## src/rtl/bram_port_initiator.sv

```systemverilog
// Bridges a req/gnt/rvalid core data port onto a single BRAM port with fixed read latency.
// Define KUUGA_BRAM_BYTE_WRITE_EN when the BRAM has byte write enables; otherwise partial writes use read-modify-write.
module bram_port_initiator #(
    parameter int unsigned ADDR_WIDTH   = 16,
    parameter int unsigned READ_LATENCY = 2
) (
    input  logic                  clk,
    input  logic                  rst_n,
    input  logic                  data_req_i,
    output logic                  data_gnt_o,
    input  logic [31:0]           data_addr_i,
    input  logic                  data_we_i,
    input  logic [3:0]            data_be_i,
    input  logic [31:0]           data_wdata_i,
    output logic                  data_rvalid_o,
    output logic [31:0]           data_rdata_o,
    output logic                  bram_clk_a,
    output logic                  bram_rst_a,
    output logic                  bram_en_a,
    output logic [3:0]            bram_we_a,
    output logic [ADDR_WIDTH-1:0] bram_addr_a,
    output logic [31:0]           bram_wrdata_a,
    input  logic [31:0]           bram_rddata_a
);

    localparam int unsigned WAIT_W = 2;

    typedef enum logic [1:0] {
        IDLE     = 2'd0,
        RMW_RD   = 2'd1,
        RMW_WAIT = 2'd2,
        RMW_WR   = 2'd3
    } state_t;

    state_t                  state_q, state_d;
    logic [WAIT_W-1:0]       wait_q, wait_d;
    logic [READ_LATENCY-1:0] sr_valid_q, sr_read_q;
    logic                    grant_c;
    logic                    rmw_needed_c;
    logic [31:0]             merged_c;
    logic                    unused_c;

    assign bram_clk_a  = clk;
    assign bram_rst_a  = ~rst_n;
    assign bram_addr_a = {data_addr_i[ADDR_WIDTH-1:2], 2'b00};
    assign unused_c    = ^{data_addr_i[31:ADDR_WIDTH], data_addr_i[1:0]};

`ifdef KUUGA_BRAM_BYTE_WRITE_EN
    assign rmw_needed_c = 1'b0;
`else
    assign rmw_needed_c = data_we_i && (data_be_i != 4'hF) && (data_be_i != 4'h0);
`endif

    // New bytes where enabled, bytes read back from the BRAM elsewhere
    always_comb begin
        merged_c = bram_rddata_a;
        for (int b = 0; b < 4; b++) begin
            if (data_be_i[b]) begin
                merged_c[8*b +: 8] = data_wdata_i[8*b +: 8];
            end
        end
    end

    // Next state and BRAM port drive; everything forced quiet while in reset
    always_comb begin
        state_d       = state_q;
        wait_d        = wait_q;
        grant_c       = 1'b0;
        bram_en_a     = 1'b0;
        bram_we_a     = 4'h0;
        bram_wrdata_a = data_wdata_i;
        if (rst_n) begin
            case (state_q)
                IDLE: begin
                    if (data_req_i) begin
                        if (rmw_needed_c) begin
                            state_d = RMW_RD;
                        end else begin
                            grant_c = 1'b1;
                            if (data_we_i) begin
                                bram_en_a = |data_be_i;
                                bram_we_a = data_be_i;
                            end else begin
                                bram_en_a = 1'b1;
                            end
                        end
                    end
                end
                RMW_RD: begin
                    bram_en_a = 1'b1;
                    if (READ_LATENCY == 1) begin
                        state_d = RMW_WR;
                    end else begin
                        state_d = RMW_WAIT;
                        wait_d  = WAIT_W'(READ_LATENCY - 1);
                    end
                end
                RMW_WAIT: begin
                    if (wait_q == WAIT_W'(1)) begin
                        state_d = RMW_WR;
                    end else begin
                        wait_d = wait_q - WAIT_W'(1);
                    end
                end
                RMW_WR: begin
                    grant_c       = 1'b1;
                    bram_en_a     = 1'b1;
                    bram_we_a     = 4'hF;
                    bram_wrdata_a = merged_c;
                    state_d       = IDLE;
                end
                default: state_d = IDLE;
            endcase
        end
    end

    assign data_gnt_o = grant_c;

    // State register and in-order response pipeline, one slot per cycle of latency
    always_ff @(posedge clk or negedge rst_n) begin
        if (!rst_n) begin
            state_q    <= IDLE;
            wait_q     <= '0;
            sr_valid_q <= '0;
            sr_read_q  <= '0;
        end else begin
            state_q    <= state_d;
            wait_q     <= wait_d;
            sr_valid_q <= (sr_valid_q << 1) | READ_LATENCY'(grant_c);
            sr_read_q  <= (sr_read_q << 1) | READ_LATENCY'(grant_c & ~data_we_i);
        end
    end

    assign data_rvalid_o = sr_valid_q[READ_LATENCY-1];
    assign data_rdata_o  = (sr_valid_q[READ_LATENCY-1] && sr_read_q[READ_LATENCY-1]) ? bram_rddata_a : 32'h0;

endmodule

```

## config.mk

```make
export PLATFORM = sky130hd
export DESIGN_NAME = bram_port_initiator
export DESIGN_NICKNAME = d
export VERILOG_FILES = /design/src/rtl/bram_port_initiator.sv
export SDC_FILE = /design/constraint.sdc
export NUM_CORES = 1
export LEC_CHECK = 0
export ABC_AREA = 1
export CAP_MARGIN = 5
export CORE_MARGIN = 2
export CORE_UTILIZATION = 22
export DETAILED_ROUTE_END_ITERATION = 12
export PLACE_DENSITY = 0.83
export SYNTH_ARGS = -nofsm -noshare
export SYNTH_HDL_FRONTEND = slang
export SYNTH_SLANG_ARGS = --single-unit
```

## constraint.sdc

```tcl
create_clock -name clk -period 2.1 [get_ports clk]
set_clock_uncertainty 0.2 [all_clocks]
set_input_delay 0.315 -clock clk [delete_from_list [all_inputs] [get_ports clk]]
set_output_delay 0.315 -clock clk [all_outputs]
set_load 0.1 [all_outputs]
```

==> impl_metrics.csv <==
group,metric,value,unit
outcome,outcome,"finished, violations left",
outcome,violations,"negative setup slack",
sta,worst_pin_slew,533,ps
floorplan,initial_core_util,23.0,%
floorplan,die_h,77.5,um
placed_design,dp_slack,-405,ps
floorplan,core_area,5170,um2
synth,syn-instance-count,217,
drt,wl_per_cell,14.6,um
synth,synth_flop_cell,"dfrtp_1",
placed_design,portBuffers,144,
sta,hold_violations,0,
synth,yosys.cell_types.count,19,
synth,synth_common_cells,"44 x nand2_1, 42 x inv_1, 42 x nor2_1",
final_layout,post-route-cell-area,4080,um2
min_path,hold_path.class,"flip-flop to flip-flop",
pwr,p_leak,1.81,nW
grt,grt_util_all_layers,19.8,%
synth,netlist_area,1190,um2
placed_design,placed_area,3860,um2
run,maxCapViolations,0,
floorplan,io-pin-count,193,
final_layout,syn_to_final_growth,244,%
synth,yosys_warnings,0,
final_layout,antennaDiodeCount,0,
clock_tree,cts_tree,"built",
sta,slew_headroom,64.5,%
critical_path,reg2reg_depth,8,
synth,yosys.area.top_type_share,16.9,%
critical_path,cp_top_family,"flip-flops",
synth,synth.top_cells.by_area,"dfrtp_1 17%, nand2_1 14%, o21ai_0 14%",
synth,yosysSeqAreaShare,16.9,%
drt,vias_per_cell,4.47,
critical_path,crit_required,1580,ps
drt,drc,0,
critical_path,crit_fanout,4,
critical_path,crit_type,"flip-flop to output pin",
critical_path,cp_slowest_cell,"dfrtp_2",
grt,antenna_found_initial,0,
synth,yosysTopAreaCell,"dfrtp_1",
critical_path,r2r_setup_slack,320,ps
pwr,ir_worst_vdd,1220,uV
synth,syn_area_per_cell,5.47,um2
floorplan,rows,26,
drt,wl,6.26,mm
drt,first_iter_violations,43,
critical_path,cp_num_cells,5,
sta,tns,-1650,ps
placed_design,gp_congestion,0.903,
final_layout,nets,470,
critical_path,r2r-end,"state_q[0]$_DFFE_PN0P_",
critical_path,reg2reg_from,"state_q[1]$_DFFE_PN0P_",
critical_path,crit_chain,"inv_2 > ha_2 > or2_4 > a31oi_4 > buf_12",
drt,drtAntennaViolNets,0,
sta,rsz0062_at_grt,"true",
clock_tree,clk_transition_reported_paths,40,ps
sta,final.min_clock_period,2180,ps
critical_path,cp-start-kind,"flip-flop",
sta,period_share,104,%
grt,grt_max_degree,22,
critical_path,worst-path-buf-inv,2,
critical_path,critPathArrivalTime,1670,ps
placed_design,hpwl,5.18,mm
clock_tree,clock_latency,330,ps
sta,setup_ws,-82.5,ps
sta,finalMaxSlewViolations,0,
synth,synth_edf_count,0,
critical_path,crit_path_end,"bram_en_a",
critical_path,endpoint_kind,"output pin",
synth,yosysMostFrequentCell,"nand2_1",
pwr,power_density,751,nW/um2
sta,timing.fmax,0.458,GHz
floorplan,die_area,6000,um2
pwr,power.total,0.00307,W
critical_path,cp-startpoint,"state_q[0]$_DFFE_PN0P_",
grt,grt_pass1_vias,2053,
final_layout,drive_above_1_share,56.1,%
sta,setup_viol,38,
synth,ys_seq_elements,8,
grt,grt_overflow,0,
critical_path,cp_slowest_stage_delay,400,ps
drt,vias,1921,
synth,ys_async_sr_fraction,100,%
floorplan,die_w,77.5,um
grt,grt_first_pass_wirelength,9.56,mm
drt,first_pass_iters,4,
sta,hold_slack,152,ps
-- sequential cells by signal, indices dropped and copies added, names as in the netlist --
register    flops
wait_q          2
sr_valid_q      2
state_q         2
sr_read_q       2
-- how the worst min path moves through the flow --
stage                             from                       to  cells past startpoint
2_1_floorplan                    rst_n   sr_read_q[0]$_DFF_PN0_                      0
6_report       sr_valid_q[0]$_DFF_PN0_  sr_valid_q[1]$_DFF_PN0_                      0
5_1_grt         sr_read_q[0]$_DFF_PN0_   sr_read_q[1]$_DFF_PN0_                      0
3_5_place_dp   sr_valid_q[0]$_DFF_PN0_  sr_valid_q[1]$_DFF_PN0_                      0
3_3_place_gp   sr_valid_q[0]$_DFF_PN0_  sr_valid_q[1]$_DFF_PN0_                      0
4_1_cts        sr_valid_q[0]$_DFF_PN0_  sr_valid_q[1]$_DFF_PN0_                      0
-- area by class of cell --
cell class | count | area (um2)
Clock buffer | 8 | 91.3
Fill cell | 330 | 1090
Inverter | 43 | 161
Multi-Input combinational cell | 143 | 1210
Sequential cell | 8 | 206
Tap cell | 70 | 87.6
Timing Repair Buffer | 158 | 2330
-- layer usage --
layer	GRT usage (%)	up-vias	part of all wire (%)
met5	0	-	0
met4	9.46	0	3.3
li1	-	927	-
met2	38.1	101	58
met3	5.35	22	6.8
met1	19.5	871	32
-- kinds of logic after synthesis --
kind of cell             Yosys count  share of synthesized area, %
AO/OA/AOI/OAI                     38                          16.6
flip-flops                         8                          16.9
buffers and inverters             67                          27.0
other                              1                         0.316
multiplexers                       1                         0.948
adder cells (fa/ha/maj)            5                          5.27
AND/OR/NAND/NOR                   97                          33.0
-- worst reg2reg max path: cells and delay by family, from the launching register on --
family                   cells  cell delay (ps)
AO/OA/AOI/OAI                2              500
flip-flops                   1              400
buffers and inverters        3              260
AND/OR/NAND/NOR              2              170
adder cells (fa/ha/maj)      1              160
-- where the power goes --
part	internal, W	switching (W)	total, W	leakage [nW]
clock network	0.000266	0.000243	0.000508	0.0483
registers	0.000209	0.0000481	0.000257	0.0984
logic	0.000848	0.00145	0.00230	1.66
total	0.00132	0.00174	0.00307	1.81
-- cells in the final DEF, fill, tap and decap left out, types with 2 or more instances in the layout --
cell / netlist / routed
dfrtp_2: 0 / 2
clkbuf_8: 0 / 6
dlygate4sd2_1: 0 / 4
clkdlybuf4s50_1: 0 / 66
nand2_2: 0 / 22
nor2_4: 0 / 36
inv_1: 42 / 39
inv_2: 1 / 4
buf_12: 0 / 77
buf_4: 17 / 9
nand3b_1: 4 / 4
dfrtp_1: 8 / 5
nand2_1: 44 / 20
o21ai_4: 0 / 3
nor2_1: 42 / 5
nand2_4: 0 / 2
ha_1: 5 / 2
o21ai_2: 1 / 30
conb_1: 1 / 2
nand3_1: 6 / 5
ha_4: 0 / 2
-- what timing repair did --
action	CTS	global route
hold endpoints to repair	0	8
gates resized for setup	22	27
pin swaps	3	1
setup endpoints to repair	39	38
hold buffers	0	1
setup buffers	1	1
-- stage by stage --
| step | util [%] | cells |
|---|---|---|
| 6_report | 78.9 | 430 |
| 2_1_floorplan | - | 218 |
| 5_1_grt | 78.9 | 430 |
| 3_5_place_dp | 74.6 | 420 |
| 3_3_place_gp | 74.6 | 420 |
| 4_1_cts | 77.2 | 428 |
(Power assumes the default switching activity.)
